--- config.mk ---
export PLATFORM = sky130hd
export DESIGN_NAME = pipe_ctrl_unit
export DESIGN_NICKNAME = d
export VERILOG_FILES = /design/src/rtl/ctrl_pkg.sv /design/src/rtl/ctrl_decoder.sv /design/src/rtl/pipe_ctrl_unit.sv
export SDC_FILE = /design/constraint.sdc
export NUM_CORES = 1
export LEC_CHECK = 0
export BUFFER_PORTS_ARGS = -buffer_cell sky130_fd_sc_hd__buf_4
export CELL_PAD_IN_SITES_DETAIL_PLACEMENT = 1
export CELL_PAD_IN_SITES_GLOBAL_PLACEMENT = 1
export CORE_ASPECT_RATIO = 0.75
export CORE_UTILIZATION = 42
export CTS_BUF_LIST = sky130_fd_sc_hd__clkbuf_8
export CTS_CLUSTER_SIZE = 10
export DETAILED_ROUTE_END_ITERATION = 12
export GPL_TIMING_DRIVEN = 0
export PLACE_DENSITY_LB_ADDON = 0.2
export SLEW_MARGIN = 20
export SYNTH_ARGS = -nofsm -noshare
export SYNTH_HDL_FRONTEND = slang
export SYNTH_SLANG_ARGS = --single-unit
--- constraint.sdc ---
create_clock -name clk -period 5.6 [get_ports clk]
set_input_delay 1.68 -clock clk [delete_from_list [all_inputs] [get_ports clk]]
set_output_delay 1.68 -clock clk [all_outputs]
set_load 0.02 [all_outputs]
--- src/rtl/ctrl_pkg.sv ---
// Control-path types for the 5-stage MIPS core:
// opcodes, ALUOp codes, decoded bundle and per-stage latches.
package ctrl_pkg;

  localparam logic [5:0] OP_RTYPE = 6'b000000;
  localparam logic [5:0] OP_LW    = 6'b100011;
  localparam logic [5:0] OP_SW    = 6'b101011;
  localparam logic [5:0] OP_BEQ   = 6'b000100;
  localparam logic [5:0] OP_ADDI  = 6'b001000;
  localparam logic [5:0] OP_J     = 6'b000010;

  typedef enum logic [1:0] {
    ALU_ADD   = 2'b00,
    ALU_SUB   = 2'b01,
    ALU_FUNCT = 2'b10
  } aluop_e;

  typedef struct packed {
    logic   regdst;
    logic   alusrc;
    aluop_e aluop;
    logic   memread;
    logic   memwrite;
    logic   branch;
    logic   jump;
    logic   regwrite;
    logic   memtoreg;
    logic   uses_rs;
    logic   uses_rt;
  } ctrl_bundle_t;

  typedef struct packed {
    logic   regdst;
    logic   alusrc;
    aluop_e aluop;
    logic   memread;
    logic   memwrite;
    logic   branch;
    logic   regwrite;
    logic   memtoreg;
  } ex_ctrl_t;

  typedef struct packed {
    logic memread;
    logic memwrite;
    logic branch;
    logic regwrite;
    logic memtoreg;
  } mem_ctrl_t;

  typedef struct packed {
    logic regwrite;
    logic memtoreg;
  } wb_ctrl_t;

  function automatic ex_ctrl_t to_ex(ctrl_bundle_t c);
    ex_ctrl_t e;
    e.regdst   = c.regdst;
    e.alusrc   = c.alusrc;
    e.aluop    = c.aluop;
    e.memread  = c.memread;
    e.memwrite = c.memwrite;
    e.branch   = c.branch;
    e.regwrite = c.regwrite;
    e.memtoreg = c.memtoreg;
    return e;
  endfunction

  function automatic mem_ctrl_t to_mem(ex_ctrl_t e);
    mem_ctrl_t m;
    m.memread  = e.memread;
    m.memwrite = e.memwrite;
    m.branch   = e.branch;
    m.regwrite = e.regwrite;
    m.memtoreg = e.memtoreg;
    return m;
  endfunction

  function automatic wb_ctrl_t to_wb(mem_ctrl_t m);
    wb_ctrl_t w;
    w.regwrite = m.regwrite;
    w.memtoreg = m.memtoreg;
    return w;
  endfunction

endpackage

--- src/rtl/ctrl_decoder.sv ---
// Main decoder: ID opcode to control bundle.
// Unknown opcodes yield a NOP bundle and raise illegal.
module ctrl_decoder
  import ctrl_pkg::*;
#(
  parameter int OPCODE_W = 6
) (
  input  logic [OPCODE_W-1:0] opcode,
  output ctrl_bundle_t        ctrl,
  output logic                illegal
);

  always_comb begin
    ctrl    = '0;
    illegal = 1'b0;
    unique case (1'b1)
      (opcode == OP_RTYPE): begin
        ctrl.regdst   = 1'b1;
        ctrl.regwrite = 1'b1;
        ctrl.aluop    = ALU_FUNCT;
        ctrl.uses_rs  = 1'b1;
        ctrl.uses_rt  = 1'b1;
      end
      (opcode == OP_LW): begin
        ctrl.alusrc   = 1'b1;
        ctrl.memread  = 1'b1;
        ctrl.memtoreg = 1'b1;
        ctrl.regwrite = 1'b1;
        ctrl.uses_rs  = 1'b1;
      end
      (opcode == OP_SW): begin
        ctrl.alusrc   = 1'b1;
        ctrl.memwrite = 1'b1;
        ctrl.uses_rs  = 1'b1;
        ctrl.uses_rt  = 1'b1;
      end
      (opcode == OP_BEQ): begin
        ctrl.branch  = 1'b1;
        ctrl.aluop   = ALU_SUB;
        ctrl.uses_rs = 1'b1;
        ctrl.uses_rt = 1'b1;
      end
      (opcode == OP_ADDI): begin
        ctrl.alusrc   = 1'b1;
        ctrl.regwrite = 1'b1;
        ctrl.uses_rs  = 1'b1;
      end
      (opcode == OP_J): begin
        ctrl.jump = 1'b1;
      end
      default: illegal = 1'b1;
    endcase
  end

endmodule

--- src/rtl/pipe_ctrl_unit.sv ---
// Pipelined control: decode, ID/EX..MEM/WB control latches,
// load-use stall, branch/jump flush and debug event counters.
module pipe_ctrl_unit
  import ctrl_pkg::*;
#(
  parameter int OPCODE_W = 6,
  parameter int RADDR_W  = 5,
  parameter int CNT_W    = 16
) (
  input  logic                clk,
  input  logic                rst_n,
  input  logic [OPCODE_W-1:0] id_opcode,
  input  logic [RADDR_W-1:0]  id_rs,
  input  logic [RADDR_W-1:0]  id_rt,
  input  logic                mem_zero,
  output logic                pc_write,
  output logic                ifid_write,
  output logic                ifid_flush,
  output logic                pc_src_branch,
  output logic                pc_src_jump,
  output logic                ex_regdst,
  output logic                ex_alusrc,
  output logic                ex_memread,
  output logic [1:0]          ex_aluop,
  output logic [RADDR_W-1:0]  ex_rt,
  output logic                mem_memread,
  output logic                mem_memwrite,
  output logic                mem_branch,
  output logic                mem_regwrite,
  output logic                wb_regwrite,
  output logic                wb_memtoreg,
  output logic                illegal_op,
  output logic [CNT_W-1:0]    stall_cnt,
  output logic [CNT_W-1:0]    flush_cnt
);

  ctrl_bundle_t id_c;
  logic         id_ill;
  ex_ctrl_t     idex;
  mem_ctrl_t    exmem;
  wb_ctrl_t     memwb;

  logic taken, hit, stall, stall_go, jump_go, bubble;

  ctrl_decoder #(.OPCODE_W(OPCODE_W)) u_dec (
    .opcode  (id_opcode),
    .ctrl    (id_c),
    .illegal (id_ill)
  );

  always_comb begin
    taken    = exmem.branch & mem_zero;
    hit      = (id_c.uses_rs & (ex_rt == id_rs))
             | (id_c.uses_rt & (ex_rt == id_rt));
    stall    = idex.memread & (ex_rt != '0) & hit;
    stall_go = stall & ~taken;
    jump_go  = id_c.jump & ~taken & ~stall;
    // jump itself never reaches EX: the PC redirect is its only effect
    bubble   = taken | stall | id_c.jump;
  end

  assign pc_write      = ~stall_go;
  assign ifid_write    = ~stall_go;
  assign ifid_flush    = taken | jump_go;
  assign pc_src_branch = taken;
  assign pc_src_jump   = jump_go;

  assign ex_regdst    = idex.regdst;
  assign ex_alusrc    = idex.alusrc;
  assign ex_memread   = idex.memread;
  assign ex_aluop     = idex.aluop;
  assign mem_memread  = exmem.memread;
  assign mem_memwrite = exmem.memwrite;
  assign mem_branch   = exmem.branch;
  assign mem_regwrite = exmem.regwrite;
  assign wb_regwrite  = memwb.regwrite;
  assign wb_memtoreg  = memwb.memtoreg;

  always_ff @(posedge clk) begin
    if (!rst_n) begin
      idex       <= '0;
      ex_rt      <= '0;
      exmem      <= '0;
      memwb      <= '0;
      illegal_op <= 1'b0;
      stall_cnt  <= '0;
      flush_cnt  <= '0;
    end else begin
      idex       <= bubble ? '0 : to_ex(id_c);
      ex_rt      <= bubble ? '0 : id_rt;
      exmem      <= taken ? '0 : to_mem(idex);
      memwb      <= to_wb(exmem);
      illegal_op <= id_ill;
      if (stall_go && stall_cnt != '1)
        stall_cnt <= stall_cnt + 1'b1;
      if ((taken || jump_go) && flush_cnt != '1)
        flush_cnt <= flush_cnt + 1'b1;
    end
  end

endmodule

==> results of run 1 <==
## metal layers
| metal | vias up | global-route usage [%] | routed length, um |
|---|---|---|---|
| li1 | 1119 | - | - |
| met1 | 1129 | 30.25 | 3338 |
| met2 | 61 | 40.00 | 3206 |
| met3 | 7 | 5.743 | 365 |
| met4 | 0 | 7.172 | 71 |
| met5 | - | 0 | 0 |
## cell type report
type | count | area, um2 | area share, %
clock inverter | 2 | 8.758 | 0.2793
tap | 75 | 93.84 | 2.993
clock buffer | 5 | 68.82 | 2.195
buffer | 11 | 52.55 | 1.676
sequential | 52 | 1041 | 33.20
inverter | 6 | 22.52 | 0.7183
multi-input combinational | 201 | 1308 | 41.70
timing repair buffer | 72 | 540.5 | 17.24
## power by group
part	internal, W	total (W)	switching (W)	leakage, nW
Clock	0.0000836	0.000203	0.000120	0.0452
Sequential	0.000373	0.000376	0.00000326	0.421
Combinational	0.0000227	0.0000515	0.0000288	0.855
## layout by cell type, fill, tap and decap left out, types with 2 or more instances in the layout
master | netlist | layout
sky130_fd_sc_hd__o21ai_1 | 2 | 2
sky130_fd_sc_hd__xnor2_1 | 12 | 12
sky130_fd_sc_hd__a211oi_1 | 2 | 2
sky130_fd_sc_hd__or4_1 | 3 | 3
sky130_fd_sc_hd__xor2_1 | 11 | 11
sky130_fd_sc_hd__and2_1 | 11 | 11
sky130_fd_sc_hd__buf_4 | 3 | 75
sky130_fd_sc_hd__clkbuf_1 | 8 | 8
sky130_fd_sc_hd__nand3_1 | 11 | 11
sky130_fd_sc_hd__and4b_1 | 2 | 2
sky130_fd_sc_hd__and3_1 | 20 | 20
sky130_fd_sc_hd__ha_1 | 2 | 2
sky130_fd_sc_hd__nand2b_1 | 9 | 9
sky130_fd_sc_hd__clkbuf_8 | 0 | 5
sky130_fd_sc_hd__o21ai_0 | 5 | 5
sky130_fd_sc_hd__and4_1 | 2 | 2
sky130_fd_sc_hd__nor4_1 | 3 | 3
sky130_fd_sc_hd__nor3_1 | 7 | 7
sky130_fd_sc_hd__or3_1 | 6 | 6
sky130_fd_sc_hd__dfxtp_1 | 52 | 52
sky130_fd_sc_hd__o21a_1 | 3 | 3
sky130_fd_sc_hd__nand4_1 | 13 | 13
sky130_fd_sc_hd__nor2_1 | 20 | 20
sky130_fd_sc_hd__inv_1 | 5 | 6
sky130_fd_sc_hd__a21oi_1 | 8 | 8
sky130_fd_sc_hd__nand2_1 | 20 | 20
sky130_fd_sc_hd__mux2i_1 | 9 | 9
sky130_fd_sc_hd__nor3b_1 | 3 | 3
sky130_fd_sc_hd__o41ai_1 | 2 | 2
## sequential cells by signal (all words and copies together), names as in the netlist, 2 cells and up
name	flops
flush_cnt	16
stall_cnt	16
ex_rt	5
idex	4
ex_aluop	2
## final timing paths
kind | end | slack (ps)
worst max-delay path | pc_write | 290
worst min-delay path | mem_regwrite$_SDFF_PP0_ | 470
worst max register to register | idex[2]$_SDFF_PP0_ | 3310
worst min register to register | mem_regwrite$_SDFF_PP0_ | 470
## logic make-up after synthesis
logic type | Yosys count | synth area share [%]
mux | 9 | 3.717
flops | 52 | 42.95
fa+ha+maj | 2 | 1.032
compound gates | 32 | 10.02
simple gates | 135 | 30.87
buf+inv | 17 | 3.097
xor+xnor | 23 | 8.312
## per-stage QoR
| stage | hold slack, ps | utilization (%) |
|---|---|---|
| final | 469.7 | 57.65 |
| after detailed placement | 454.5 | 56.22 |
| after global routing | 491.0 | 57.65 |
| after global placement | 444.7 | 56.22 |
| after floorplan | 436.7 | - |
| after CTS | 476.3 | 57.65 |
==> results.txt, run 1 <==
The flow ran to the end, and the final reports show no timing, DRC or antenna violations. The synthesis-to-finish area growth is 29.38%. The area of the die is 6081 um2. The library cell with the highest instance count after synthesis is sky130_fd_sc_hd__dfxtp_1. The number of buffers and inverters on the critical path is 3.

The worst clock skew on the final layout is 4.988 ps. Summed over its instances, the top area cell type makes up 42.95% of the synthesized netlist area. After the first detailed-routing iteration, the DRC count stood at 80. The pin count of the biggest net entering global routing came out at 15. The shortest period the worst path allows came out at 5308 ps. The category of cells accounting for the largest share of critical-path delay is simple AND/OR/NAND/NOR gates. Clock tree synthesis inserted a total of 5 buffers. Dividing the detail-routed via count by the number of cells gives 5.462. Tracing the worst setup path back leads to its startpoint at id_opcode[2].

Post-CTS timing repair inserted 0 buffers for setup. The total of buffers placed on input and output ports is 72. For this design, the slowest cell found on the critical path is sky130_fd_sc_hd__or4_1. Setup violations remaining at the end of the flow were counted as 0. The number of global-route vias before repair is 2,229. sky130_fd_sc_hd__dfxtp_1 takes more of the synthesized area than any other cell.

The horizontal die dimension is 89.72 um. The slew at the pin closest to its max-slew limit came out at 805.5 ps. The maximum fanout count along the critical path is 9.

The final number of hold-violating endpoints is 0. The cell count after synthesis is 270. In this run, synthesis inferred 0 flip-flops with an integrated enable. The boundary pin count is 73. The mean instance size in the synthesized netlist came out at 8.976 um2. The initial antenna violation count came to 0.

The Yosys warning count is 0. The total leakage power is 1.321 nW. The largest single stage delay on the critical path is 510 ps. The maximum clock insertion buffer count is 2. The final RePlAce weighted congestion is 0.7842.

The final cell count without fillers came out at 424. The core area came out at 5439 um2. The number of nets handed over by synthesis was 291. The final max-slew violation count came out at 0. Power spread over the standard cell area amounts to 201.2 nW/um2. TritonCTS built the clock tree. The startpoint identified for the worst hold timing path is idex[1]$_SDFF_PP0_. Setup repair after global routing left no endpoint under its margin.

The reg-to-reg startpoint is ex_rt[0]$_SDFF_PP0_. In this run the cell area measured after placement is 3058 um2. The average wire per standard cell came out at 16.46 um.

The critical path goes through buf_4 > or4_1 > a31o_1 > or2_1 > or3_1 > buf_4 > buf_4. The final sum of negative setup slack came out at 0 ps. The arrival time at the worst endpoint is 3630 ps. After clock tree synthesis, the clock-pin slew on the worst setup and hold paths is 90 ps. The share of synthesized flip-flops with an asynchronous set or reset is 0%. The tool flagged a number of max-cap violations equal to 0. The wire length of the first global-routing pass came out at 11,180 um. The achievable frequency is 188.4 MHz.

The post-route netlist has 24.64% of its cells at a drive strength greater than 1. The number of distinct library cells after synthesis came out at 44. The post-route clock period utilization is 94.78%. The H-tree was split into 2 levels. The routed layout has 2,316 vias. The cell that appears most often on the critical path is sky130_fd_sc_hd__buf_4. The number of antenna diodes in the final layout is 0. In this run the clock root is driven by a sky130_fd_sc_hd__clkbuf_8. The total iterations of the first detailed-routing run came out at 4. The effective utilization at floorplan is 44.56%. Summed over all nets, the half-perimeter wirelength after detailed placement is 5146 um. The required time of the critical path is 3920 ps. In the post-route analysis, the smallest setup slack over all paths is 292.5 ps. The clock sink total is 52. The post-route total power came out at 0.0006307 W. The type of element capturing the critical path is an output port. The final routed DRC violation total is 0. The clock insertion delay at the later pin of the skew report came out at 300 ps. For this run, the leading register cell type out of synthesis is sky130_fd_sc_hd__dfxtp_1. The number of gates resized after CTS is 0. Once placement completed, the tool counted placed cells totaling 417. Sorting the synthesized cells by how often they occur yields 52 x sky130_fd_sc_hd__dfxtp_1, 20 x sky130_fd_sc_hd__and3_1, 20 x sky130_fd_sc_hd__nand2_1, 20 x sky130_fd_sc_hd__nor2_1, 13 x sky130_fd_sc_hd__nand4_1.

The final antenna-violating net count is 0. Across the VDD grid, the largest voltage drop is 0.0001028 V. By startpoint and endpoint, the worst setup path is classified as input port to output port. The synthesized flop and latch total is 52. The layout has 664 filler cells. The final instance area came out at 3136 um2. STA classifies the critical path startpoint as an input port.

In the post-synthesis netlist, the biggest area contributors are sky130_fd_sc_hd__dfxtp_1 43%, sky130_fd_sc_hd__and3_1 5.2%, sky130_fd_sc_hd__xnor2_1 4.3%, sky130_fd_sc_hd__xor2_1 4.0%, sky130_fd_sc_hd__mux2i_1 3.7%. The worst relative slew slack is 46.19%. The fraction of the yosys area taken by sequential cells is 42.95%. In this run the number of cells on the critical path is 7.

The area of the mapped netlist is 2424 um2. The total global routing overflow is 0. The worst slack after detailed placement is 327.2 ps. The depth of the worst register-to-register path is 5. Counting instances, the worst hold path has a depth of 1. The number of hold buffers added after cts is 0. In this run the worst hold path is classified as flip-flop to flip-flop.

The initialized floorplan defines 23 standard-cell rows. In this run the vertical extent of the chip is 67.79 um. The routed design has 6981 um of wire.

The post-layout net count came out at 370. The aggregate global-route resource usage came out at 23.63%.
Power figures use the tool's default switching activity.
==> run 2: changes to the inputs <==
--- a/config.mk
+++ b/config.mk
@@ -8,8 +8,7 @@
 export BUFFER_PORTS_ARGS = -buffer_cell sky130_fd_sc_hd__buf_4
 export CELL_PAD_IN_SITES_DETAIL_PLACEMENT = 1
 export CELL_PAD_IN_SITES_GLOBAL_PLACEMENT = 1
-export CORE_ASPECT_RATIO = 0.75
-export CORE_UTILIZATION = 42
+export CORE_UTILIZATION = 30
 export CTS_BUF_LIST = sky130_fd_sc_hd__clkbuf_8
 export CTS_CLUSTER_SIZE = 10
 export DETAILED_ROUTE_END_ITERATION = 12
==> run 2 against run 1 <==
Net effect: sequential power about the same; final area increased by 1.6%; clock power increased by 9%; setup slack improved by 17 ps; cell count increased by 6.6%; count of clock-buffer cells in the layout increased by 1; global-route usage decreased by 7.0 points; critical path depth unchanged; critical endpoint unchanged; largest cell class unchanged; largest power group unchanged; highest routed layer unchanged.
==> results.txt, run 2 (synthesis results as in run 1) <==
The run finished with clean final reports. The required time of the critical path is 3920 ps. The core area came out at 7767 um2. Together, buffers and inverters on the worst path number 3. The category of cells accounting for the largest share of critical-path delay is simple AND/OR/NAND/NOR gates. The number of antenna diodes is 0. The cell sitting at the root of the clock tree is a sky130_fd_sc_hd__clkbuf_8. The slew at the pin closest to its max-slew limit is 835.3 ps. The peak per-stage delay on the critical path came out at 510 ps.

In this run switching power makes up 23.85% of total power. The critical path crosses 7 cells after its start point. The number of H-tree levels is 2.

The total number of placement rows came out at 32. The largest registers in the layout are flush_cnt (16), stall_cnt (16), ex_rt (5). The first global-routing pass estimated 11,190 um of wire.

The type of the worst setup path is input port to output port. The worst setup path is captured at an output port. After filler insertion, the fill cell instance count of the layout stands at 935.

Counting tap cells, the placed design contains a total of 444 instances. The top cell types in the final layout, fill and taps aside, are 75 x sky130_fd_sc_hd__buf_4, 52 x sky130_fd_sc_hd__dfxtp_1, 20 x sky130_fd_sc_hd__nand2_1, 20 x sky130_fd_sc_hd__nor2_1, 20 x sky130_fd_sc_hd__and3_1. In this run, post-CTS repair resized a total of 0 instances. Along the worst path, the maximum fanout reaches 9. The critical path launch point is id_opcode[2].

The maximum ir drop on the vdd rail came out at 0.00009705 V. The TritonCTS buffer count is 5. The arrival time at the worst endpoint came out at 3610 ps. The total leakage power came out at 1.324 nW. The number of global-route vias before repair came out at 2,222. The depth of the worst register-to-register path is 7. The number of hold buffers added after cts came out at 0. Traced cell by cell, the critical path runs through buf_4 > or4_1 > a31o_1 > or2_1 > or3_1 > buf_4 > buf_4. The cell internal power dissipation is 0.0004943 W. The shortest period the worst path allows is 5290 ps. 73 I/O pins were placed. Entering global routing, the biggest net connects 16 pins. Post-CTS timing repair inserted 0 buffers for setup.

The total of buffers placed on input and output ports is 72. The post-route total power came out at 0.0006491 W. In this run the power density over the cells is 203.8 nW/um2. The final routed DRC violation total came out at 0. The count of nets left with antenna violations once routing finished came out at 0. The tool flagged a number of max-cap violations equal to 0. The via count is 2,255. The post-route clock period utilization is 94.47%. For this design, the slowest cell found on the critical path is sky130_fd_sc_hd__or4_1.

The fraction of layout cells with a size suffix above 1 is 24.86%. The per-cell via count in the routed design came out at 4.989. From bottom edge to top edge, the die measures 91.88 um. STA classifies the critical path startpoint as an input port. The proportion of power drawn by flip-flops and latches is 57.9%. The final max-slew violation count came out at 0. The routed wire length came out at 6790 um. After global routing the overflow that remains totals 0.

Final hold analysis gives a worst-case slack of 465.1 ps. The aggregate global-route resource usage is 16.65%. The critical path capture point is pc_write. The synthesis-to-finish area growth is 31.44%. The type of the worst min-delay path is flip-flop to flip-flop.

TritonCTS built the clock tree. The proportion of power drawn by combinational gates is 7.9%. The clock insertion delay at the later pin of the skew report came out at 300 ps. Measured against its own limit, the worst slew margin works out to 43.80%. The horizontal die dimension came out at 91.88 um. The average wire per standard cell is 15.02 um. The area of the die came out at 8442 um2. The register-to-register setup slack came out at 3420 ps.

Static timing analysis puts the maximum clock frequency at 189.0 MHz. The final sum of negative setup slack is 0 ps. Leaving out fill and tap cells, the most frequent cell in the layout is sky130_fd_sc_hd__buf_4. The effective utilization at floorplan is 31.20%. No sink is reached through more buffers than the 2 on the longest clock path. The final number of hold-violating endpoints is 0.

On the final layout, the worst clock skew is 3.356 ps. The share of total power in the clock network is 34.2%. The post-DP HPWL is 5089 um. The final cell count without fillers came out at 452. The final RePlAce weighted congestion came out at 0.7811.

The net switching component of the power came out at 0.0001548 W. After clock tree synthesis, the clock-pin slew on the worst setup and hold paths is 90 ps. The number of endpoints failing setup at the final stage is 0.

Setup repair after global routing left no endpoint under its margin. The total iterations of the first detailed-routing run is 4. The startpoint identified for the worst register-to-register timing path is mem_branch$_SDFF_PP0_. The initial antenna violation count is 0. The post-layout net count is 370. The number of violations reported at the end of detailed-routing iteration 0 came out at 62. The clock sink total is 52. The worst register-to-register path ends at flush_cnt[14]$_SDFFE_PN0P_.

Among the stages of the critical path, the cell type that occurs most often is sky130_fd_sc_hd__buf_4.
==> run 2: area by class of cell <==
cell class / count / area, um2 / share of cell area (%)
multi-input cells: 201 / 1308 / 41.04
flip-flops and latches: 52 / 1041 / 32.68
repair buffers: 72 / 540.5 / 16.97
well taps: 102 / 127.6 / 4.006
clock buffers: 6 / 82.58 / 2.592
plain buffers: 11 / 52.55 / 1.650
inverters: 6 / 22.52 / 0.7070
clock inverters: 2 / 11.26 / 0.3535
==> run 2: per-stage QoR <==
stage | setup WS [ps] | util, % | area [um2]
after floorplan | 571.3 | - | 2424
after global placement | 320.4 | 39.80 | 3092
after detailed placement | 295.9 | 39.80 | 3092
after CTS | 295.4 | 41.01 | 3186
after global routing | 245.1 | 41.01 | 3186
final | 309.8 | 41.01 | 3186
==> run 2: worst min-delay path by stage <==
stage                             from                       to  slack [ps]  cells past startpoint
floorplan           idex[2]$_SDFF_PP0_    mem_branch$_SDFF_PP0_         440                      1
global placement    idex[3]$_SDFF_PP0_  mem_memwrite$_SDFF_PP0_         450                      1
detailed placement  idex[3]$_SDFF_PP0_  mem_memwrite$_SDFF_PP0_         450                      1
CTS                 idex[3]$_SDFF_PP0_  mem_memwrite$_SDFF_PP0_         470                      1
global route        idex[1]$_SDFF_PP0_  mem_regwrite$_SDFF_PP0_         490                      1
finish              idex[3]$_SDFF_PP0_  mem_memwrite$_SDFF_PP0_         470                      1
==> run 2: worst reg2reg max path, stage by stage (launching register included) <==
cell	delay, ps
sky130_fd_sc_hd__dfxtp_1	350
sky130_fd_sc_hd__nand2_1	210
sky130_fd_sc_hd__inv_1	210
sky130_fd_sc_hd__a41oi_1	140
sky130_fd_sc_hd__a211oi_1	690
sky130_fd_sc_hd__nand3_1	180
sky130_fd_sc_hd__xnor2_1	150
sky130_fd_sc_hd__and2_1	150
==> run 2: routing by layer <==
layer | vias up | part of all wire [%] | track usage, %
li1 | 1114 | - | -
met1 | 1076 | 46 | 21.08
met2 | 59 | 48 | 28.54
met3 | 6 | 4.7 | 3.566
met4 | 0 | 1.1 | 4.297
met5 | - | 0 | 0
==> run 2: power groups by stage <==
| stage | Clock (W) | Sequential [W] | Combinational (W) |
|---|---|---|---|
| floorplan | 0 | 0.000388 | 0.0000213 |
| global placement | 0 | 0.000385 | 0.0000513 |
| detailed placement | 0 | 0.000385 | 0.0000521 |
| CTS | 0.000234 | 0.000376 | 0.0000522 |
| global route | 0.000245 | 0.000377 | 0.0000563 |
| finish | 0.000222 | 0.000376 | 0.0000511 |
